===== src/rtl/scale_ratio_ctrl.sv =====
// Per-frame scaler configuration: samples requested destination size on vsync fall, computes
// X/Y ratios floor(SRC*2^F/DST) with one shared restoring divider, commits everything atomically.
module scale_ratio_ctrl #(
    parameter int C_SRC_IMG_WIDTH  = 640,
    parameter int C_SRC_IMG_HEIGHT = 480,
    parameter int C_DEF_DST_WIDTH  = 640,
    parameter int C_DEF_DST_HEIGHT = 480,
    parameter int C_FRAC_BITS      = 16
) (
    input  logic                   clk_in2,
    input  logic                   rst,
    input  logic                   per_img_vsync,
    input  logic [11:0]            c_dst_img_width,
    input  logic [11:0]            c_dst_img_height,
    output logic [11:0]            cfg_dst_width,
    output logic [11:0]            cfg_dst_height,
    output logic [C_FRAC_BITS:0]   cfg_x_ratio,
    output logic [C_FRAC_BITS:0]   cfg_y_ratio,
    output logic                   cfg_busy,
    output logic                   cfg_done,
    output logic                   cfg_err
);

    localparam int F  = C_FRAC_BITS;
    localparam int NW = 12 + F;
    localparam int CW = $clog2(NW);

    localparam logic [NW-1:0] NUM_X     = {12'(C_SRC_IMG_WIDTH), {F{1'b0}}};
    localparam logic [NW-1:0] NUM_Y     = {12'(C_SRC_IMG_HEIGHT), {F{1'b0}}};
    localparam logic [F:0]    RATIO_ONE = {1'b1, {F{1'b0}}};
    localparam logic [F:0]    RATIO_MAX = {(F+1){1'b1}};
    localparam logic [CW-1:0] CNT_LAST  = CW'(NW - 1);

    typedef enum logic [1:0] {IDLE, LATCH, DIV_X, DIV_Y} state_t;

    typedef struct packed {
        logic [11:0] w;
        logic [11:0] h;
    } size_t;

    state_t        state_q, state_d;
    logic          vs_q, vs_d;
    logic          fall_q, fall_d;
    logic          pending_q, pending_d;
    size_t         lat_q, lat_d;
    size_t         cfg_size_q, cfg_size_d;
    logic [NW-1:0] num_q, num_d;
    logic [12:0]   rem_q, rem_d;
    logic [NW-1:0] quo_q, quo_d;
    logic [CW-1:0] cnt_q, cnt_d;
    logic [F:0]    x_ratio_q, x_ratio_d;
    logic          x_err_q, x_err_d;
    logic [F:0]    cfg_x_q, cfg_x_d;
    logic [F:0]    cfg_y_q, cfg_y_d;
    logic          done_q, done_d;
    logic          err_q, err_d;

    logic [11:0]   den;
    logic [13:0]   trial;
    logic          ge;
    logic [12:0]   step_rem;
    logic [NW-1:0] step_quo;
    logic          res_sat;
    logic [F:0]    res_ratio;

    // One restoring step: shift in next numerator bit, subtract if it fits.
    always_comb begin
        den       = (state_q == DIV_Y) ? lat_q.h : lat_q.w;
        trial     = {rem_q, num_q[NW-1]};
        ge        = trial >= {2'b00, den};
        step_rem  = ge ? 13'(trial - {2'b00, den}) : 13'(trial);
        step_quo  = NW'({quo_q, ge});
        res_sat   = (den == 12'd0) || (|step_quo[NW-1:F+1]);
        res_ratio = res_sat ? RATIO_MAX : step_quo[F:0];
    end

    always_comb begin
        state_d    = state_q;
        vs_d       = per_img_vsync;
        fall_d     = vs_q & ~per_img_vsync;
        pending_d  = pending_q;
        lat_d      = lat_q;
        cfg_size_d = cfg_size_q;
        num_d      = num_q;
        rem_d      = rem_q;
        quo_d      = quo_q;
        cnt_d      = cnt_q;
        x_ratio_d  = x_ratio_q;
        x_err_d    = x_err_q;
        cfg_x_d    = cfg_x_q;
        cfg_y_d    = cfg_y_q;
        done_d     = 1'b0;
        err_d      = err_q;

        if (fall_q && state_q != IDLE)
            pending_d = 1'b1;

        case (state_q)
            IDLE: begin
                if (fall_q || pending_q) begin
                    state_d   = LATCH;
                    pending_d = 1'b0;
                end
            end
            LATCH: begin
                lat_d.w = c_dst_img_width;
                lat_d.h = c_dst_img_height;
                num_d   = NUM_X;
                rem_d   = '0;
                quo_d   = '0;
                cnt_d   = '0;
                if (c_dst_img_width == cfg_size_q.w && c_dst_img_height == cfg_size_q.h)
                    state_d = IDLE;
                else
                    state_d = DIV_X;
            end
            DIV_X, DIV_Y: begin
                num_d = num_q << 1;
                rem_d = step_rem;
                quo_d = step_quo;
                cnt_d = cnt_q + CW'(1);
                if (cnt_q == CNT_LAST) begin
                    num_d = NUM_Y;
                    rem_d = '0;
                    quo_d = '0;
                    cnt_d = '0;
                    if (state_q == DIV_X) begin
                        x_ratio_d = res_ratio;
                        x_err_d   = res_sat;
                        state_d   = DIV_Y;
                    end else begin
                        // Commit happens on the final Y step so no partial result ever leaks.
                        cfg_size_d = lat_q;
                        cfg_x_d    = x_ratio_q;
                        cfg_y_d    = res_ratio;
                        err_d      = x_err_q | res_sat;
                        done_d     = 1'b1;
                        state_d    = IDLE;
                    end
                end
            end
            default: state_d = IDLE;
        endcase
    end

    always_ff @(posedge clk_in2) begin
        if (rst) begin
            state_q    <= IDLE;
            vs_q       <= 1'b0;
            fall_q     <= 1'b0;
            pending_q  <= 1'b0;
            lat_q      <= '0;
            cfg_size_q <= '{w: 12'(C_DEF_DST_WIDTH), h: 12'(C_DEF_DST_HEIGHT)};
            num_q      <= '0;
            rem_q      <= '0;
            quo_q      <= '0;
            cnt_q      <= '0;
            x_ratio_q  <= RATIO_ONE;
            x_err_q    <= 1'b0;
            cfg_x_q    <= RATIO_ONE;
            cfg_y_q    <= RATIO_ONE;
            done_q     <= 1'b0;
            err_q      <= 1'b0;
        end else begin
            state_q    <= state_d;
            vs_q       <= vs_d;
            fall_q     <= fall_d;
            pending_q  <= pending_d;
            lat_q      <= lat_d;
            cfg_size_q <= cfg_size_d;
            num_q      <= num_d;
            rem_q      <= rem_d;
            quo_q      <= quo_d;
            cnt_q      <= cnt_d;
            x_ratio_q  <= x_ratio_d;
            x_err_q    <= x_err_d;
            cfg_x_q    <= cfg_x_d;
            cfg_y_q    <= cfg_y_d;
            done_q     <= done_d;
            err_q      <= err_d;
        end
    end

    assign cfg_dst_width  = cfg_size_q.w;
    assign cfg_dst_height = cfg_size_q.h;
    assign cfg_x_ratio    = cfg_x_q;
    assign cfg_y_ratio    = cfg_y_q;
    assign cfg_busy       = (state_q != IDLE);
    assign cfg_done       = done_q;
    assign cfg_err        = err_q;

endmodule


===== config.mk =====
export PLATFORM = sky130hd
export DESIGN_NAME = scale_ratio_ctrl
export DESIGN_NICKNAME = d
export VERILOG_FILES = /design/src/rtl/scale_ratio_ctrl.sv
export SDC_FILE = /design/constraint.sdc
export NUM_CORES = 1
export LEC_CHECK = 0
export CELL_PAD_IN_SITES_DETAIL_PLACEMENT = 1
export CELL_PAD_IN_SITES_GLOBAL_PLACEMENT = 1
export CORE_MARGIN = 1
export CORE_UTILIZATION = 43
export CTS_BUF_LIST = sky130_fd_sc_hd__clkbuf_4
export DETAILED_ROUTE_END_ITERATION = 8
export GPL_TIMING_DRIVEN = 1
export PLACE_DENSITY = 0.88
export SYNTH_ARGS = -nofsm -noshare
export SYNTH_HDL_FRONTEND = slang
export SYNTH_SLANG_ARGS = --single-unit

===== constraint.sdc =====
create_clock -name clk_in2 -period 4.7 [get_ports clk_in2]
set_input_delay 1.175 -clock clk_in2 [delete_from_list [all_inputs] [get_ports clk_in2]]
set_output_delay 1.175 -clock clk_in2 [all_outputs]
set_load 0.05 [all_outputs]

==> results.yml, run 1 <==
drt:
  routed_wl_um: 18700
  vias_per_cell: 5.49
  wl_met1_um: 8160
  first_iter_violations: 467
  wl_met2_um: 9370
  met3_length_um: 804
  drc: 0
  avgRoutedWirePerCell_um: 17.0
  via_count: 6031
  postRouteAntennaNets: 0
  top_layer: "met4"
  drt_first_pass_iters: 4
pwr:
  power_frac_clock_pct: 33.3
  p_per_area_nw_per_um2: 287
  ir_drop_v: 0.000172
  p_sw_share_pct: 25.9
  p_int_mw: 1.70
  power_frac_seq_pct: 59.2
  switchingPower_mw: 0.596
  combPwrFrac_pct: 7.5
  p_leak_nw: 2.79
floorplanning:
  core_area_um2: 15300
  die_h_um: 127
  die_w_um: 127
  num_rows: 45
  ios: 88
  start_util_pct: 44.3
  dieArea_um2: 16200
timing:
  skew_ns: 0.0160
  max_clock_freq_mhz: 268
  fin_crit_sh_pct: 79.5
  rsz0062_at_grt: "false"
  finalCriticalPeriod_ns: 3.73
  drv_slew: 0
  hold_viol: 0
  finalSetupViolCount: 0
  maxSlewHeadroom_pct: 28.8
  tns_ns: 0
  worstMarginPinSlew_ns: 1.06
worst_setup_path:
  reg2reg_slack_ns: 0.97
  crit_path_end_kind: "flop"
  cpPeakStageDelay_ns: 0.70
  crit_required_ns: 5.15
  criticalPathCategory: "reg2reg"
  r2r-start: "state_q[0]"
  r2r_cells: 13
  slowest_stage: "a221oi_1"
  worstPathArrival_ns: 4.18
  r2r_end: "rem_q[12]"
  cp_cell_sequence: "nand2_2, mux2i_1, inv_1, ha_1, inv_1, fa_1, a31o_2, a31o_2, a221oi_1, o21ai_0, a311oi_2, xnor2_1, o21ai_1"
  startpoint_type: "flop"
  crit_fanout: 10
synthesis:
  synth.distinct_cells: 59
  synthCells: 817
  synth_top_cells_by_count: "dfxtp_1, nand2_1, nor2_1, a21oi_1, clkbuf_1"
  synth_largest_area_cell: "dfxtp_1"
  synth-main-ff-cell: "dfxtp_1"
  yosysSeqAreaShare_pct: 47.1
  ys_top_cells_by_area: "dfxtp_1, nand2_1, nor2_1"
  syn-num-nets: 853
  ys_warn_count: 0
  ys_async_sr_fraction_pct: 0
  synth_area_um2: 6760
  ys_ff_latch: 159
  synth_top_area_share_pct: 47.1
  synth.avg_cell_area_um2: 8.27
  synth_edf_count: 0
cells_and_area:
  area_delta_synth_final_pct: 18.3
  final_nets: 912
  multi_input_area_um2: 3320
  regArea_um2: 3180
  drive_above_1_share_pct: 6.64
  fillers: 1850
  finalInstanceArea_um2: 8000
  n_antenna_cell: 0
  layout.cells.non_filler: 1099
global_routing:
  grt_use_total_pct: 23.7
  grt_pass1_vias: 6103
  grt_max_degree: 62
  antenna_found_initial: 0
  grt_pass1_wl_um: 30300
  gr-total-overflow: 0
cts:
  clockBufferDepth: 2
  clock-root-buffer: "clkbuf_4"
  htreeDepth: 4
  cts.sinks: 159
  cts_tree: "done"
  clock_latency_ns: 0.57
  holdBufCountCts: 0
  cts_buffers: 17
  post_cts_buffers: 0
  clk_pin_slew_ns: 0.12
  post_cts_resized: 0
min_path:
  min_to: "rem_q[12]"
  hold_depth: 2
  min_from: "rem_q[12]"
  min_path_type: "reg2reg"
outcome:
  outcome: "finished, final reports clean"
flow_run:
  max_cap_violations: 0
placed_design:
  placedCellCount: 1068
  postPlaceCellArea_um2: 7750
  place.gp.congestion: 0.859
  dp_hpwl_um: 12900
  portBuffers: 87
-- state kept, by name (all words and copies together) (netlist names), 5 cells and up, named ones only --
name,cells
cfg_dst_width,12
cfg_dst_height,12
rem_q,13
x_ratio_q,17
cnt_q,5
cfg_x_ratio,17
cfg_y_ratio,17
lat_q,24
num_q,7
quo_q,27
-- layout by cell type, fill, tap and decap left out, types with 8 or more instances in the layout --
| cell | Yosys | final |
|---|---|---|
| ha_1 | 8 | 8 |
| clkdlybuf4s50_1 | 0 | 86 |
| nor3_1 | 17 | 17 |
| a21oi_1 | 70 | 70 |
| mux2i_1 | 9 | 9 |
| nand2_1 | 159 | 159 |
| xor2_1 | 12 | 12 |
| xnor2_1 | 30 | 30 |
| dfxtp_1 | 159 | 159 |
| inv_1 | 8 | 8 |
| nor2_1 | 108 | 105 |
| a22oi_1 | 31 | 31 |
| buf_4 | 0 | 12 |
| clkbuf_4 | 0 | 21 |
| o21ai_0 | 21 | 21 |
| nand4_1 | 8 | 8 |
| a211oi_1 | 34 | 34 |
-- critical path: cells and delay by family (launching register included) --
family / cells / cell delay (ns)
compound gates: 6 / 1.96
fa+ha+maj: 2 / 0.56
flops: 1 / 0.37
simple gates: 1 / 0.22
mux: 1 / 0.20
xor+xnor: 1 / 0.16
buf+inv: 2 / 0.14
-- stage by stage --
stage                     util, %  power [mW]  worst slack, ns  hold WS [ns]
final                        52.4        2.30            0.966         0.458
after global routing         52.4        2.40            0.747         0.490
after CTS                    52.4        2.32            0.965         0.461
after detailed placement     50.8        1.56            0.997         0.443
after global placement       50.8        1.56             1.24         0.441
after floorplan                 -        1.50             1.41         0.426
-- worst max-delay path by stage --
| stage | to | cells after the start | start | slack [ns] |
|---|---|---|---|---|
| after detailed placement | rem_q[12] | 13 | state_q[0] | 1.0 |
| after global placement | rem_q[12] | 13 | state_q[0] | 1.24 |
| after CTS | rem_q[12] | 13 | state_q[0] | 0.97 |
| after global routing | rem_q[12] | 13 | flop | 0.75 |
| final | rem_q[12] | 13 | state_q[0] | 0.97 |
| after floorplan | rem_q[0] | 16 | state_q[0] | 1.41 |
-- logic make-up (layout without fill, tap and decap cells) --
group,Yosys count,count (layout),share of synthesized area (%)
simple gates,338,338,21.4
compound gates,190,190,18.1
flops,159,159,47.1
buf+inv,66,137,4.02
xor+xnor,42,42,5.44
fa+ha+maj,12,12,2.22
mux,10,10,1.67
-- power groups by stage --
stage               clock [mW]  sequential (mW)  combinational (mW)
floorplan                    0             1.39               0.112
global placement             0             1.39               0.167
detailed placement           0             1.39               0.171
CTS                      0.784             1.36               0.173
global route             0.848             1.36               0.186
finish                   0.765             1.36               0.173
-- layer usage --
layer | track usage [%] | up-vias
met1 | 27.9 | 2936
li1 | - | 2930
met3 | 5.36 | 33
met4 | 8.68 | 0
met5 | 0 | -
met2 | 42.1 | 132
-- cell type report --
| type | count | share of cell area, % |
|---|---|---|
| clock buffer | 21 | 1.97 |
| timing repair buffer | 98 | 11.9 |
| multi-input combinational | 592 | 41.5 |
| tap | 211 | 3.30 |
| sequential | 159 | 39.8 |
| inverter | 8 | 0.376 |
| clock inverter | 10 | 1.11 |
No activity file was read; power rests on OpenSTA's default activity.
==> run 2: changes to the inputs <==
--- a/config.mk
+++ b/config.mk
@@ -8,11 +8,11 @@
 export CELL_PAD_IN_SITES_DETAIL_PLACEMENT = 1
 export CELL_PAD_IN_SITES_GLOBAL_PLACEMENT = 1
 export CORE_MARGIN = 1
-export CORE_UTILIZATION = 43
+export CORE_UTILIZATION = 39
 export CTS_BUF_LIST = sky130_fd_sc_hd__clkbuf_4
 export DETAILED_ROUTE_END_ITERATION = 8
 export GPL_TIMING_DRIVEN = 1
-export PLACE_DENSITY = 0.88
+export PLACE_DENSITY = 0.84
 export SYNTH_ARGS = -nofsm -noshare
 export SYNTH_HDL_FRONTEND = slang
 export SYNTH_SLANG_ARGS = --single-unit
==> constraint.sdc (replaced) <==
create_clock -name clk_in2 -period 3.1 [get_ports clk_in2]
set_input_delay 0.775 -clock clk_in2 [delete_from_list [all_inputs] [get_ports clk_in2]]
set_output_delay 0.775 -clock clk_in2 [all_outputs]
set_load 0.05 [all_outputs]
==> results.yml, run 2 (synthesis results as in run 1) <==
flow_run:
  max_cap_violations: 0
timing:
  maxSlewHeadroom_pct: 49.6
  finalCriticalPeriod_ns: 3.08
  worstMarginPinSlew_ns: 0.756
  finalSetupViolCount: 0
  hold_viol: 0
  timing.hold.ws_ns: 0.430
  drv_slew: 0
  max_clock_freq_mhz: 324
  fin_crit_sh_pct: 99.4
  worst_slack_ns: 0.0181
  skew_ns: 0.0318
  rsz0062_at_grt: "true"
drt:
  drt_first_pass_iters: 5
  avgRoutedWirePerCell_um: 17.1
  first_iter_violations: 337
  postRouteAntennaNets: 0
  routed_wl_um: 19500
  drc: 0
  via_count: 6136
  vias_per_cell: 5.39
pwr:
  combPwrFrac_pct: 8.0
  switchingPower_mw: 0.908
  power_frac_clock_pct: 36.6
  ir_drop_v: 0.000222
  p_per_area_nw_per_um2: 442
  p_sw_share_pct: 24.4
  power_frac_seq_pct: 55.4
  p_int_mw: 2.81
  p_leak_nw: 3.00
worst_setup_path:
  crit_path_end_kind: "flop"
  cp_cell_sequence: "nand2_4, mux2i_1, inv_1, ha_1, inv_1, fa_2, a31o_2, a31o_2, a221oi_4, buf_4, buf_4, xor2_1, nor2_2, xnor2_1, o21ai_1"
  worstPathArrival_ns: 3.53
  cpPeakStageDelay_ns: 0.38
  slowest_stage: "dfxtp_2"
  critPathTopFamily: "compound AO/OA/AOI/OAI gates"
  worst-path-stages: 15
  reg2reg_slack_ns: 0.02
  crit_path_end: "rem_q[6]"
  path_buf_inv: 4
  criticalPathCategory: "reg2reg"
  startpoint_type: "flop"
  crit_required_ns: 3.54
  r2r_end: "rem_q[6]"
  r2r_cells: 15
  crit_fanout: 6
cells_and_area:
  largest_register_ffs: 27
  area_delta_synth_final_pct: 24.4
  drive_above_1_share_pct: 11.2
  reg_top3: "quo_q (27), lat_q (24)"
  final_cell_mix: "nand2_1, dfxtp_1, nor2_1"
  layout.cells.non_filler: 1139
  fillers: 1997
  final_nets: 945
  largest-register: "quo_q"
  n_antenna_cell: 0
  layout_commonest_cell: "nand2_1"
global_routing:
  grt_pass1_vias: 5987
  antenna_found_initial: 0
  grt_pass1_wl_um: 31000
  gr-total-overflow: 0
  grt_use_total_pct: 22.1
  grt_max_degree: 76
cts:
  cts_buffers: 17
  clk_pin_slew_ns: 0.13
  clockBufferDepth: 2
  cts.sinks: 159
  holdBufCountCts: 0
  clock_latency_ns: 0.58
  htreeDepth: 4
  clock-root-buffer: "clkbuf_4"
  cts_tree: "done"
min_path:
  min_path_type: "in2reg"
floorplanning:
  num_rows: 47
  dieArea_um2: 17900
  core_area_um2: 16800
  die_w_um: 134
  start_util_pct: 40.3
  die_h_um: 134
  ios: 88
placed_design:
  place.gp.congestion: 0.867
  dp_slack_ns: -0.0183
  dp_hpwl_um: 13400
  placedCellCount: 1101
  portBuffers: 87
outcome:
  outcome: "finished, final reports clean"
run 2: how the worst min path moves through the flow:
| stage | start | endpoint | slack [ns] | cells after the start |
|---|---|---|---|---|
| after floorplan | rem_q[12] | rem_q[12] | 0.43 | 2 |
| after global placement | rem_q[12] | rem_q[12] | 0.44 | 2 |
| after detailed placement | num_q[21] | num_q[21] | 0.44 | 2 |
| after CTS | rst | num_q[21] | 0.39 | 2 |
| after global routing | rst | num_q[26] | 0.39 | 2 |
| final | rst | num_q[21] | 0.43 | 2 |
run 2: timing repair:
item,in CTS,in global routing
buffers inserted,0,8
setup endpoints to repair,2,14
cloned,0,1
gates resized for setup,3,15
pin swaps,0,11
run 2: metal layers:
metal	vias up	track usage, %	wire [um]
met5	-	0	0
met4	0	7.70	378
met3	26	5.14	838
met2	136	37.2	9520
met1	2982	27.6	8800
li1	2992	-	-
run 2: power groups by stage:
stage | clock network, mW | logic (mW) | registers (mW)
after floorplan | 0 | 0.170 | 2.10
after global routing | 1.48 | 0.322 | 2.06
after detailed placement | 0 | 0.277 | 2.11
final | 1.36 | 0.296 | 2.06
after CTS | 1.39 | 0.283 | 2.06
after global placement | 0 | 0.273 | 2.11
run 2: area by class of cell:
type	count	area [um2]	share of cell area [%]
Clock inverter	11	165	1.96
Tap cell	220	275	3.27
Timing Repair Buffer	130	1200	14.3
Inverter	8	30.0	0.357
Sequential cell	159	3190	37.9
Clock buffer	18	135	1.61
Multi-Input combinational cell	593	3410	40.6
run 2: per-stage QoR:
step	instance area [um2]	TNS (ns)	total power, mW	util [%]
2_1_floorplan	6770	0	2.27	-
3_3_place_gp	7970	0	2.38	47.5
3_5_place_dp	7970	-0.0183	2.38	47.5
4_1_cts	8290	-0.0193	3.74	49.4
5_1_grt	8410	-0.579	3.86	50.2
6_report	8410	0	3.72	50.2
run 2: worst register-to-register path, stage by stage, from the launching register on:
cell and delay, ns:
dfxtp_2 0.38, nand2_4 0.10, mux2i_1 0.16, inv_1 0.10, ha_1 0.17, inv_1 0.07
fa_2 0.37, a31o_2 0.21, a31o_2 0.27, a221oi_4 0.34, buf_4 0.17, buf_4 0.10
xor2_1 0.22, nor2_2 0.08, xnor2_1 0.15, o21ai_1 0.07
==> run 3: changes to the inputs <==
--- a/config.mk
+++ b/config.mk
@@ -5,10 +5,11 @@
 export SDC_FILE = /design/constraint.sdc
 export NUM_CORES = 1
 export LEC_CHECK = 0
+export ABC_AREA = 1
 export CELL_PAD_IN_SITES_DETAIL_PLACEMENT = 1
 export CELL_PAD_IN_SITES_GLOBAL_PLACEMENT = 1
 export CORE_MARGIN = 1
-export CORE_UTILIZATION = 39
+export CORE_UTILIZATION = 38
 export CTS_BUF_LIST = sky130_fd_sc_hd__clkbuf_4
 export DETAILED_ROUTE_END_ITERATION = 8
 export GPL_TIMING_DRIVEN = 1
==> results.yml, run 3 <==
worst_setup_path:
  crit_required_ns: 2.32
  startpoint_type: "flop"
  crit_fanout: 3
  critPathTopFamily: "buffers and inverters"
  criticalPathCategory: "reg2out"
  slowest_stage: "clkdlybuf4s50_1"
  path_buf_inv: 1
  cpPeakStageDelay_ns: 0.85
  worstPathArrival_ns: 1.86
  crit_path_end_kind: "output port"
  cp_cell_sequence: "clkdlybuf4s50_1"
timing:
  skew_ns: 0.0180
  hold_viol: 0
  fin_crit_sh_pct: 85.1
  timing.hold.ws_ns: 0.442
  maxSlewHeadroom_pct: 36.8
  finalSetupViolCount: 0
  rsz0062_at_grt: "false"
  worstMarginPinSlew_ns: 0.947
  drv_slew: 0
  finalCriticalPeriod_ns: 2.64
  tns_ns: 0
  worst_slack_ns: 0.461
  max_clock_freq_mhz: 379
drt:
  first_iter_violations: 360
  drc: 0
  drt_first_pass_iters: 5
  routed_wl_um: 21500
  postRouteAntennaNets: 0
  vias_per_cell: 5.18
  via_count: 6868
  avgRoutedWirePerCell_um: 16.2
floorplanning:
  die_w_um: 141
  num_rows: 50
  start_util_pct: 39.0
  ios: 88
  core_area_um2: 18800
  dieArea_um2: 19800
  die_h_um: 141
synthesis:
  synth.distinct_cells: 40
  synth.avg_cell_area_um2: 7.21
  ys_async_sr_fraction_pct: 0
  synth-main-ff-cell: "dfxtp_1"
  ys_top_cells_by_area: "dfxtp_1, nand2_1, o21ai_0"
  ys_ff_latch: 159
  ys_warn_count: 0
  synth_top_area_share_pct: 43.5
  yosysSeqAreaShare_pct: 43.5
  synth_edf_count: 0
  syn-num-nets: 1052
  synth_top_cells_by_count: "nand2_1, dfxtp_1, inv_1, nor2_1, o21ai_0"
  yosysMostFrequentCell: "nand2_1"
  synth_largest_area_cell: "dfxtp_1"
  synthCells: 1016
  synth_area_um2: 7320
global_routing:
  grt_pass1_vias: 7017
  antenna_found_initial: 1
  grtUsageMet3_pct: 4.38
  grt_max_degree: 77
  busiest_layer: "met2"
  gr-total-overflow: 0
  grt_util_met1_pct: 26.9
  grt_pass1_wl_um: 35000
  use_met2_pct: 39.4
  grt_use_total_pct: 22.3
flow_run:
  max_cap_violations: 0
placed_design:
  portBuffers: 87
  placedCellCount: 1293
  dp_slack_ns: 0.547
  postPlaceCellArea_um2: 8340
  place.gp.congestion: 0.912
  dp_hpwl_um: 15100
cells_and_area:
  largest_register_ffs: 27
  reg_top3: "quo_q (27), lat_q (24)"
  fin_util_pct: 46.0
  drive_above_1_share_pct: 7.33
  final_cell_mix: "nand2_1, dfxtp_1, inv_1"
  final_nets: 1114
  layout.cells.non_filler: 1326
  largest-register: "quo_q"
  layout_commonest_cell: "nand2_1"
  finalInstanceArea_um2: 8640
  area_delta_synth_final_pct: 18.0
pwr:
  finalPower_mw: 4.43
  p_leak_nw: 3.80
  ir_drop_v: 0.000261
  p_per_area_nw_per_um2: 513
cts:
  clockBufferDepth: 2
  cts.sinks: 159
  cts_tree: "done"
  clock_latency_ns: 0.58
  htreeDepth: 4
  holdBufCountCts: 0
  post_cts_resized: 0
  post_cts_buffers: 0
  clock-root-buffer: "clkbuf_4"
  cts_buffers: 17
  clk_pin_slew_ns: 0.14
outcome:
  outcome: "finished, final reports clean"
min_path:
  min_path_type: "reg2reg"
run 3: path summary, 6_finish.rpt:
path | startpoint | end | slack [ns] | cells past startpoint
min | vs_q | fall_q | 0.44 | 2
max | cfg_dst_height[5] | cfg_dst_height[5] | 0.46 | 1
max reg2reg | flop | rem_q[10] | 0.52 | 18
min reg2reg | vs_q | fall_q | 0.44 | 2
run 3: kinds of logic (layout without fill, tap and decap cells):
logic type                 Yosys count  in the layout  share of synthesized area, %
buffers and inverters              176            251                          9.92
AOI/OAI and AO/OA                  224            224                          16.7
DFF                                159            159                          43.5
xor gates and xnor gates            27             27                          3.23
other                                0              1                             0
adders and majority gates            9              9                          1.64
and+or+nand+nor                    421            421                          25.1
run 3: power breakdown:
| part | switching (mW) | internal [mW] |
|---|---|---|
| sequential | 0.0287 | 2.08 |
| combinational | 0.689 | 0.332 |
| clock | 0.803 | 0.502 |
run 3: per-layer routing:
layer	wire, um	vias to the layer above
met5	0	-
met4	442	0
met3	871	28
met2	10600	131
met1	9580	3321
li1	-	3388
run 3: layout make-up:
class | instances | area (um2)
flip-flops and latches | 159 | 3180
clock buffers | 18 | 135
multi-input cells | 681 | 3430
clock inverters | 14 | 160
inverters | 118 | 443
diodes | 1 | 2.50
fillers | 2424 | 10100
repair buffers | 101 | 993
well taps | 234 | 293
